===== config.mk =====
export PLATFORM = sky130hd
export DESIGN_NAME = bus32_arb
export DESIGN_NICKNAME = d
export VERILOG_FILES = /design/src/rtl/bus32_pkg.sv /design/src/rtl/bus32_arb_rr_pick.sv /design/src/rtl/bus32_arb.sv
export SDC_FILE = /design/constraint.sdc
export NUM_CORES = 1
export LEC_CHECK = 0
export ABC_CLOCK_PERIOD_IN_PS = 3900
export CAP_MARGIN = 20
export CORE_UTILIZATION = 40
export CTS_BUF_LIST = sky130_fd_sc_hd__clkbuf_16
export DETAILED_ROUTE_END_ITERATION = 6
export PLACE_DENSITY = 0.83
export SLEW_MARGIN = 20
export SYNTH_ARGS = -nofsm -noshare
export SYNTH_HDL_FRONTEND = slang
export SYNTH_SLANG_ARGS = --single-unit

===== constraint.sdc =====
create_clock -name clk -period 3.9 [get_ports clk]
set_clock_uncertainty 0.1 [all_clocks]
set_input_delay 0.78 -clock clk [delete_from_list [all_inputs] [get_ports clk]]
set_output_delay 0.78 -clock clk [all_outputs]
set_load 0.01 [all_outputs]

===== src/rtl/bus32_pkg.sv =====
// Shared definitions for the 32-bit tri-state bus arbiter: FSM encodings,
// default source count and index width.
package bus32_pkg;

   typedef enum logic [1:0] {
      IDLE   = 2'd0,
      DRIVE  = 2'd1,
      SAMPLE = 2'd2
   } state_t;

   localparam int N_DEFAULT = 8;
   localparam int IDX_W     = 4;

   // Round-robin successor of a source index for an n-source bus.
   function automatic logic [IDX_W-1:0] wrap_inc(input logic [IDX_W-1:0] i, input int n);
      if (int'(i) >= n - 1) begin
         return '0;
      end
      return i + 4'd1;
   endfunction

endpackage


===== src/rtl/bus32_arb_rr_pick.sv =====
// Combinational round-robin picker: first requesting index at or above ptr,
// otherwise the lowest requesting index overall.
module rr_pick
   import bus32_pkg::*;
#(
   parameter int N = N_DEFAULT
) (
   input  logic [N-1:0]     req,
   input  logic [IDX_W-1:0] ptr,
   output logic             hit,
   output logic [IDX_W-1:0] index
);

   logic [N-1:0] upper_mask;
   logic [N-1:0] upper_req;

   genvar gi;
   generate
      for (gi = 0; gi < N; gi++) begin : g_mask
         assign upper_mask[gi] = (IDX_W'(gi) >= ptr);
      end
   endgenerate

   assign upper_req = req & upper_mask;

   // Descending scans leave the lowest set index; the upper half wins when non-empty.
   always_comb begin
      hit   = |req;
      index = '0;
      for (int i = N - 1; i >= 0; i--) begin
         if (req[i]) begin
            index = IDX_W'(i);
         end
      end
      if (|upper_req) begin
         for (int i = N - 1; i >= 0; i--) begin
            if (upper_req[i]) begin
               index = IDX_W'(i);
            end
         end
      end
   end

endmodule


===== src/rtl/bus32_arb.sv =====
// Round-robin arbiter for an N-source 32-bit tri-state bus: drives the
// active-low buffer enables, samples the resolved bus and acks the source.
module bus32_arb
   import bus32_pkg::*;
#(
   parameter int N = N_DEFAULT
) (
   input  logic             clk,
   input  logic             rst,
   input  logic [N-1:0]     req,
   input  logic [31:0]      y,
   output logic [N-1:0]     g,
   output logic [N-1:0]     ack,
   output logic [31:0]      q,
   output logic             q_valid,
   output logic [IDX_W-1:0] q_src
);

   state_t           state_reg;
   logic [IDX_W-1:0] k_reg;
   logic [IDX_W-1:0] ptr_reg;
   logic [N-1:0]     g_reg;
   logic [N-1:0]     ack_reg;
   logic [31:0]      q_reg;
   logic             q_valid_reg;
   logic [IDX_W-1:0] q_src_reg;

   logic             pick_hit;
   logic [IDX_W-1:0] pick_idx;
   logic [N-1:0]     pick_oh;
   logic [N-1:0]     k_oh;

   rr_pick #(
      .N(N)
   ) u_rr_pick (
      .req  (req),
      .ptr  (ptr_reg),
      .hit  (pick_hit),
      .index(pick_idx)
   );

   genvar gi;
   generate
      for (gi = 0; gi < N; gi++) begin : g_onehot
         assign pick_oh[gi] = (pick_idx == IDX_W'(gi));
         assign k_oh[gi]    = (k_reg == IDX_W'(gi));
      end
   endgenerate

   // g and ack are registered alongside the state so req/y never reach them combinationally.
   always_ff @(posedge clk) begin
      if (rst) begin
         state_reg   <= IDLE;
         k_reg       <= '0;
         ptr_reg     <= '0;
         g_reg       <= '1;
         ack_reg     <= '0;
         q_reg       <= '0;
         q_valid_reg <= 1'b0;
         q_src_reg   <= '0;
      end else begin
         q_valid_reg <= 1'b0;
         case (state_reg)
            IDLE: begin
               g_reg   <= '1;
               ack_reg <= '0;
               if (pick_hit) begin
                  k_reg     <= pick_idx;
                  g_reg     <= ~pick_oh;
                  state_reg <= DRIVE;
               end
            end
            DRIVE: begin
               ack_reg   <= k_oh;
               state_reg <= SAMPLE;
            end
            SAMPLE: begin
               q_reg       <= y;
               q_src_reg   <= k_reg;
               q_valid_reg <= 1'b1;
               ptr_reg     <= wrap_inc(k_reg, N);
               g_reg       <= '1;
               ack_reg     <= '0;
               state_reg   <= IDLE;
            end
            default: begin
               g_reg     <= '1;
               ack_reg   <= '0;
               state_reg <= IDLE;
            end
         endcase
      end
   end

   assign g       = g_reg;
   assign ack     = ack_reg;
   assign q       = q_reg;
   assign q_valid = q_valid_reg;
   assign q_src   = q_src_reg;

endmodule


==> flow_metrics.py, run 1 <==
metrics = {
    "worst_setup_path": {
        "critical_path.startpoint_type": "primary input",
        "cp.required_ns": 4.00,
        "worst_path_largest_cell_delay_ns": 0.55,
        "crit_path_cell_trace": "clkdlybuf4s50_1 > nor4_1 > nand2b_1 > a31oi_2 > inv_1 > o32a_1",
        "worstPathArrival_ns": 2.68,
        "critical_path_class": "in -> reg",
        "cp-end-kind": "register",
        "crit_fanout": 8,
        "cp_slowest_cell": "clkdlybuf4s50_1",
    },
    "routing": {
        "antenna_left": 0,
        "drc": 0,
        "dr.pass1.iters": 4,
        "routedWlPerCell_microns": 13.4,
        "viasPerCell": 5.01,
        "dr.first_iter.drc_count": 130,
        "vias": 2299,
        "drt-total-wl_mm": 6.17,
    },
    "finish": {
        "largest_reg_flops": 32,
        "stdcell_area_sq_um": 3690,
        "num_antenna_cells": 0,
        "multi_input_area_sq_um": 1140,
        "seqCellArea_sq_um": 1220,
        "drive_above_1_share_pct": 6.25,
        "nets": 428,
        "area_growth_pct": 49.3,
        "fillers": 527,
    },
    "placement": {
        "hpwlAfterDp_mm": 4.23,
        "dpl-instance-area_sq_um": 3440,
        "gp_congestion": 0.899,
        "port_buffers": 93,
    },
    "global_route": {
        "grt_use_total_pct": 20.3,
        "first_global_vias": 2165,
        "grt_pass1_wl_mm": 9.96,
        "antenna_found_initial": 0,
        "grt_max_degree": 46,
        "grt-ovfl-total": 0,
    },
    "pwr": {
        "leakage_nw": 1.39,
        "p_seq_share_pct": 43.8,
        "p_int_w": 0.00117,
        "combPwrFrac_pct": 13.3,
        "ir_drop_mv": 0.295,
        "power_switching_w": 0.000358,
        "switching_share_pct": 23.5,
        "clock_power_share_pct": 42.9,
        "p_per_area_nw_per_um2": 414,
    },
    "synth": {
        "ys.flop_type": "dfxtp_1",
        "synth_top_area_share_pct": 49.4,
        "synth_cells": 290,
        "seq_area_frac_synth_pct": 49.4,
        "synth.net_count": 338,
        "ys_ff_latch": 61,
        "synth_cell_types": 42,
        "yosys-top-cells-count": "76 x nand2_1, 61 x dfxtp_1, 43 x a21oi_1, 13 x clkbuf_1",
        "synth_edf_count": 0,
        "yosysMostFrequentCell": "nand2_1",
        "synth.area.top_cells": "dfxtp_1 49%, nand2_1 12%, a21oi_1 8.7%, ha_1 3.0%, and3_1 2.0%",
        "async_flop_share_pct": 0,
        "netlist_area_sq_um": 2470,
        "avgSynthCellArea_sq_um": 8.52,
        "yosys_warnings": 0,
        "synth_top_area_cell": "dfxtp_1",
    },
    "clock_tree": {
        "hold_buffers": 0,
        "cts_tree": "built",
        "cts_buffer_depth": 2,
        "cts_repair_resize_count": 0,
        "post_cts_buffers": 0,
        "clock-sinks": 61,
        "clkTransAtPathRegs_ns": 0.05,
        "htree_levels": 3,
        "insertion_delay_ns": 0.31,
        "numCtsBuffers": 9,
        "cts_root_buf": "clkbuf_16",
    },
    "timing": {
        "rsz0062_at_grt": "no",
        "period_minus_slack_ns": 2.58,
        "fin_crit_sh_pct": 66.1,
        "worst_pin_slew_ns": 0.841,
        "relSlewSlack_pct": 43.9,
        "hold_viol_final": 0,
        "max_freq_ghz": 0.388,
        "tns_ns": 0,
        "setup_viol": 0,
        "drv_slew": 0,
    },
    "floorplan": {
        "fp-row-count": 28,
        "die-area_sq_um": 6500,
        "num_io_pins": 95,
        "start_util_pct": 41.5,
        "die_x_microns": 80.6,
        "coreArea_sq_um": 5960,
        "die_height_microns": 80.6,
    },
    "min_path": {
        "hold_class": "reg -> reg",
    },
    "status": {
        "outcome": "finished, final reports clean",
    },
    "flow_run": {
        "cap_violations": 0,
    },
}
==> layout make-up <==
cell class | instances | share of cell area (%)
Multi-Input combinational cell | 202 | 31.0
Sequential cell | 61 | 33.1
Inverter | 11 | 1.12
Clock inverter | 6 | 0.644
Tap cell | 75 | 2.54
Timing Repair Buffer | 95 | 25.5
Clock buffer | 9 | 6.10
==> power groups by stage <==
stage	clock network, W	logic, W	registers (W)
5_1_grt	0.000701	0.000221	0.000671
4_1_cts	0.000671	0.000203	0.000668
6_report	0.000655	0.000202	0.000668
3_5_place_dp	0	0.000201	0.000680
2_1_floorplan	0	0.0000940	0.000684
3_3_place_gp	0	0.000197	0.000679
==> cell usage in the layout (no fill, tap or decap), types with 2 or more instances in the layout <==
cell,n
nor2_1,11
o21ai_0,3
clkdlybuf4s50_1,92
clkinv_1,3
and3_1,8
a21oi_1,43
dfxtp_1,61
o22a_1,4
nand2b_1,7
ha_1,6
nand2_1,76
nor3_1,2
o211ai_1,3
buf_4,2
o32a_1,4
nor2b_1,3
clkbuf_16,9
inv_1,13
nor4_1,3
mux2i_1,3
o21ai_1,2
nand2_2,2
==> worst paths after layout <==
path / start / cells after the start / end / slack, ns
worst max register to register: ptr_reg[2] / 5 / g[1] / 1.89
worst min register to register: q[19] / 2 / q[19] / 0.35
worst max-delay path: req[3] / 6 / g[7] / 1.32
worst min-delay path: q[19] / 2 / q[19] / 0.35
==> critical path: cells and delay by family <==
kind,cells,cell delay (ns)
simple gates,2,0.56
buf+inv,2,0.65
compound gates,2,0.68
==> cells by family after synthesis <==
logic type,Yosys count,share of synthesized area [%]
and+or+nand+nor,121,22.8
AOI/OAI and AO/OA,70,18.5
DFF,61,49.4
buffers and inverters,27,4.40
adders and majority gates,6,3.04
muxes,4,1.67
other,1,0.152
==> stage by stage <==
stage	hold slack (ns)	std cells	power (W)	worst slack, ns	util (%)
2_1_floorplan	0.376	290	0.000778	1.75	-
3_3_place_gp	0.341	444	0.000876	1.11	57.8
3_5_place_dp	0.347	444	0.000881	1.05	57.8
4_1_cts	0.353	459	0.00154	1.35	62.0
5_1_grt	0.370	459	0.00159	1.26	62.0
6_report	0.351	459	0.00153	1.32	62.0
==> metal layers <==
| metal | GRT usage [%] | vias up | wire (microns) |
|---|---|---|---|
| li1 | - | 1157 | - |
| met2 | 33.6 | 82 | 3050 |
| met4 | 10.0 | 0 | 40 |
| met1 | 23.8 | 1056 | 2690 |
| met5 | 0 | - | 0 |
| met3 | 5.80 | 4 | 381 |
Power figures use the tool's default switching activity.
==> run 2, diff against run 1 <==
- ABC_CLOCK_PERIOD_IN_PS: 3900 -> 2370
- CORE_UTILIZATION: 40 -> 39
- PLACE_DENSITY: 0.83 -> 0.84
- clock period: 3.9 -> 2.37 ns (I/O delays scaled with it)
==> run 2 against run 1 <==
  * First-iteration DRC count down 22%
  * Worst hold slack about the same
  * Count of clock-buffer cells in the layout unchanged
  * Combinational power up 76%
  * Sequential power up 65%
  * Register-to-register slack worse by 1.5 ns
  * Power up 66%
  * Clock power up 63%
  * Sequential share of layout area down 0.79 points
  * Die area up 2.5%
==> flow_metrics.py, run 2 (synthesized netlist as in run 1, its figures left out) <==
metrics = {
    "status": {
        "outcome": "finished, final reports clean",
    },
    "pwr": {
        "power_switching_w": 0.000592,
        "switching_share_pct": 23.4,
        "leakage_nw": 1.44,
        "p_int_w": 0.00194,
        "combPwrFrac_pct": 14.0,
        "clock_power_share_pct": 42.4,
        "p_per_area_nw_per_um2": 669,
        "p_seq_share_pct": 43.6,
        "ir_drop_mv": 0.553,
    },
    "timing": {
        "rsz0062_at_grt": "no",
        "layout_setup_ws_ns": 0.134,
        "relSlewSlack_pct": 60.5,
        "max_freq_ghz": 0.447,
        "setup_viol": 0,
        "drv_slew": 0,
        "fin_crit_sh_pct": 94.4,
        "period_minus_slack_ns": 2.24,
        "worst_pin_slew_ns": 0.593,
        "hold_viol_final": 0,
        "tns_ns": 0,
    },
    "floorplan": {
        "die_x_microns": 81.6,
        "fp-row-count": 28,
        "num_io_pins": 95,
        "coreArea_sq_um": 6030,
        "start_util_pct": 41.0,
        "die_height_microns": 81.6,
        "die-area_sq_um": 6660,
    },
    "finish": {
        "final_cell_mix": "93 x clkdlybuf4s50_1, 76 x nand2_1, 61 x dfxtp_1, 43 x a21oi_1, 14 x buf_4",
        "area_growth_pct": 53.0,
        "nets": 440,
        "fillers": 503,
        "final_cells": 469,
        "drive_above_1_share_pct": 9.39,
        "final_common_cell": "clkdlybuf4s50_1",
        "largest_reg_flops": 32,
        "num_antenna_cells": 0,
    },
    "worst_setup_path": {
        "rr_worst_depth": 5,
        "cp-endpoint": "g[1]",
        "regToRegStartpoint": "ptr_reg[2]",
        "critical_path.startpoint_type": "primary input",
        "cp.required_ns": 2.46,
        "r2r_setup_slack_ns": 0.37,
        "cp-end-kind": "register",
        "worstPathArrival_ns": 2.33,
        "crit_fanout": 8,
        "cp-startpoint": "req[5]",
        "critical_path_class": "in -> reg",
        "r2r-end": "g[1]",
    },
    "clock_tree": {
        "cts_root_buf": "clkbuf_16",
        "cts_tree": "built",
        "hold_buffers": 0,
        "post_cts_buffers": 0,
        "cts_buffer_depth": 2,
        "insertion_delay_ns": 0.31,
        "numCtsBuffers": 9,
        "htree_levels": 3,
        "cts_repair_resize_count": 0,
        "clock-sinks": 61,
        "clkTransAtPathRegs_ns": 0.05,
    },
    "routing": {
        "antenna_left": 0,
        "dr.first_iter.drc_count": 101,
        "drc": 0,
        "dr.pass1.iters": 4,
        "viasPerCell": 5.09,
        "drt-total-wl_mm": 6.58,
        "vias": 2385,
        "routedWlPerCell_microns": 14.0,
    },
    "global_route": {
        "grt_use_total_pct": 20.5,
        "grt_pass1_wl_mm": 10.4,
        "first_global_vias": 2263,
        "antenna_found_initial": 0,
        "grt-busiest-layer": "met2",
        "grt_use_met1_pct": 23.2,
        "grt-ovfl-total": 0,
        "grt_max_degree": 31,
        "gr-usage-met3_pct": 5.89,
        "grtUsageMet2_pct": 36.2,
    },
    "placement": {
        "post-place-ws_ns": -0.137,
        "hpwlAfterDp_mm": 4.67,
        "port_buffers": 93,
        "gp_congestion": 0.927,
        "placedCellCount": 456,
    },
    "min_path": {
        "hold_class": "reg -> reg",
    },
    "flow_run": {
        "cap_violations": 0,
    },
}
## run 2: cell types whose count changed in the layout (fill, tap and decap cells not counted), sizes merged
cell           delta
buf              +11
clkdlybuf4s50     +1
inv               -2
## run 2: critical path, cell delays in order
cell and delay, ns:
clkdlybuf4s50_1 0.65, nor3_1 0.10, a21o_1 0.17, a41oi_1 0.22, o211ai_1 0.21, nand2b_4 0.22, o32a_1 0.29
## run 2: worst min path at each step
stage                   from  endpoint  cells after the start
floorplan           k_reg[1]  q_src[1]                      2
global placement        q[5]      q[5]                      2
detailed placement      q[5]      q[5]                      2
CTS                     q[5]      q[5]                      2
global route            q[2]      q[2]                      2
finish                 q[13]     q[13]                      2
## run 2: cell type report
type | count | area, sq um | share of cell area, %
Sequential cell | 61 | 1220 | 32.3
Multi-Input combinational cell | 202 | 1140 | 30.3
Timing Repair Buffer | 107 | 1040 | 27.4
Clock buffer | 9 | 225 | 5.96
Tap cell | 75 | 93.8 | 2.48
Inverter | 11 | 41.3 | 1.09
Clock inverter | 4 | 18.8 | 0.497
## run 2: per-stage QoR
stage          hold WS [ns]  area [sq um]  util [%]  power (W)
3_5_place_dp          0.346          3540      58.7    0.00147
6_report              0.351          3780      62.7    0.00253
2_1_floorplan         0.376          2470         -    0.00128
3_3_place_gp          0.341          3540      58.7    0.00146
5_1_grt               0.369          3780      62.7    0.00263
4_1_cts               0.352          3780      62.7    0.00256
## run 2: power by group through the flow
stage	combinational [W]	clock [W]	sequential, W
after CTS	0.000355	0.00110	0.00110
after global placement	0.000344	0	0.00112
after floorplan	0.000155	0	0.00113
after detailed placement	0.000352	0	0.00112
final	0.000355	0.00107	0.00110
after global routing	0.000388	0.00114	0.00110
## run 2: routing by layer
layer  up-vias  routed length [microns]
met4         0                      140
met5         -                        0
li1       1179                        -
met3        15                      434
met1      1092                     2810
met2        99                     3200
==> run 3, diff against run 2 <==
- CTS_BUF_LIST: sky130_fd_sc_hd__clkbuf_16 -> unset
==> run 3 against run 2 <==
  * Final cell count unchanged
  * Count of clock-buffer cells in the layout increased by 1
  * Wire length down 2.4%
  * Sequential cell count unchanged
  * Sequential share of layout area rose by 0.80 points
  * Global-route usage fell by 0.32 points
  * Critical endpoint is now g[7]
  * Critical path type unchanged
  * Critical path depth is the same
  * Design area is 2.4% lower
  * Combinational power barely moved
  * Utilization decreased by 1.5 points
  * First-iteration DRC count up 29%
  * Largest power group unchanged
  * Worst hold slack improved by 0.0015 ns
==> flow_metrics.py, run 3 (synthesized netlist as in run 1, its figures left out) <==
metrics = {
    "timing": {
        "max_freq_ghz": 0.456,
        "setup_viol": 0,
        "hold_viol_final": 0,
        "period_minus_slack_ns": 2.19,
        "tns_ns": 0,
        "fin_crit_sh_pct": 92.5,
        "relSlewSlack_pct": 61.3,
        "layout_setup_ws_ns": 0.178,
        "worst_pin_slew_ns": 0.580,
        "drv_slew": 0,
        "rsz0062_at_grt": "no",
    },
    "floorplan": {
        "start_util_pct": 41.0,
        "die-area_sq_um": 6660,
        "coreArea_sq_um": 6030,
        "fp-row-count": 28,
        "die_x_microns": 81.6,
        "die_height_microns": 81.6,
        "num_io_pins": 95,
    },
    "worst_setup_path": {
        "cp.required_ns": 2.49,
        "critical_path_class": "in -> reg",
        "critical_path.startpoint_type": "primary input",
        "cp-startpoint": "req[5]",
        "cp-endpoint": "g[7]",
        "worstPathArrival_ns": 2.31,
        "cp-end-kind": "register",
        "r2r_setup_slack_ns": 0.37,
        "crit_fanout": 8,
        "regToRegStartpoint": "ptr_reg[2]",
        "rr_worst_depth": 5,
        "r2r-end": "g[0]",
    },
    "global_route": {
        "antenna_found_initial": 0,
        "grt_max_degree": 31,
        "grt_pass1_wl_mm": 10.2,
        "first_global_vias": 2247,
        "grt-ovfl-total": 0,
        "grt_use_total_pct": 20.2,
    },
    "finish": {
        "fillers": 512,
        "multi_input_area_sq_um": 1140,
        "fin_util_pct": 61.2,
        "seqCellArea_sq_um": 1220,
        "num_antenna_cells": 0,
        "drive_above_1_share_pct": 9.64,
        "largest_reg_flops": 32,
        "final_cells": 469,
        "area_growth_pct": 49.3,
        "final_common_cell": "clkdlybuf4s50_1",
        "nets": 440,
        "final_cell_mix": "93 x clkdlybuf4s50_1, 76 x nand2_1, 61 x dfxtp_1, 43 x a21oi_1, 14 x buf_4",
    },
    "pwr": {
        "p_per_area_nw_per_um2": 593,
        "ir_drop_mv": 0.496,
        "leakage_nw": 1.40,
        "power_w": 0.00219,
    },
    "routing": {
        "drt-total-wl_mm": 6.43,
        "viasPerCell": 5.02,
        "drc": 0,
        "antenna_left": 0,
        "dr.pass1.iters": 4,
        "routedWlPerCell_microns": 13.7,
        "vias": 2354,
        "dr.first_iter.drc_count": 130,
    },
    "clock_tree": {
        "cts_repair_resize_count": 0,
        "clkTransAtPathRegs_ns": 0.06,
        "clock-sinks": 61,
        "insertion_delay_ns": 0.32,
        "htree_levels": 3,
        "cts_buffer_depth": 2,
        "numCtsBuffers": 9,
        "cts_tree": "built",
        "post_cts_buffers": 0,
        "hold_buffers": 0,
        "cts_root_buf": "clkbuf_8",
    },
    "min_path": {
        "hold_class": "reg -> reg",
    },
    "placement": {
        "port_buffers": 93,
        "hpwlAfterDp_mm": 4.67,
        "gp_congestion": 0.927,
        "post-place-ws_ns": -0.137,
        "placedCellCount": 456,
    },
    "status": {
        "outcome": "finished, final reports clean",
    },
    "flow_run": {
        "cap_violations": 0,
    },
}
-- run 3: changes by cell type in the layout (fill, tap and decap cells not counted) --
cell | previous run | this run
clkbuf_16 | 9 | 0
clkinv_1 | 1 | 0
clkbuf_8 | 0 | 10
-- run 3: power by group --
| group | internal [W] | switching (W) | total [W] | leakage (nW) |
|---|---|---|---|---|
| Clock | 0.000384 | 0.000353 | 0.000737 | 0.0836 |
| Sequential | 0.00107 | 0.0000326 | 0.00110 | 0.495 |
| Combinational | 0.000192 | 0.000162 | 0.000353 | 0.820 |
| Total | 0.00164 | 0.000548 | 0.00219 | 1.40 |
-- run 3: how the worst min path moves through the flow --
stage,startpoint,to,slack [ns],depth (start not counted)
global route,q[2],q[2],0.37,2
floorplan,k_reg[1],q_src[1],0.38,2
CTS,q[5],q[5],0.35,2
global placement,q[5],q[5],0.34,2
detailed placement,q[5],q[5],0.35,2
finish,q[26],q[26],0.35,2
-- run 3: area by class of cell --
| cell class | count | share of cell area (%) |
|---|---|---|
| multi-input combinational | 202 | 31.0 |
| tap | 75 | 2.54 |
| clock buffer | 10 | 3.73 |
| clock inverter | 3 | 0.407 |
| sequential | 61 | 33.1 |
| inverter | 11 | 1.12 |
| timing repair buffer | 107 | 28.1 |
-- run 3: per-layer routing --
metal | GRT usage, % | share of wire (%) | routed length, microns
met2 | 35.3 | 49 | 3140
met3 | 6.33 | 7.0 | 453
met1 | 22.9 | 42 | 2710
met5 | 0 | 0 | 0
met4 | 7.37 | 1.9 | 121
-- run 3: stage by stage --
stage	hold slack (ns)	instance area (sq um)
after floorplan	0.376	2470
after global placement	0.341	3540
after detailed placement	0.346	3540
after CTS	0.353	3690
after global routing	0.371	3690
final	0.352	3690
-- run 3: worst max-delay path, stage by stage --
cell	delay [ns]
clkdlybuf4s50_1	0.64
nor3_1	0.10
a21o_1	0.17
a41oi_1	0.22
o211ai_1	0.21
nand2b_4	0.22
o32a_1	0.28
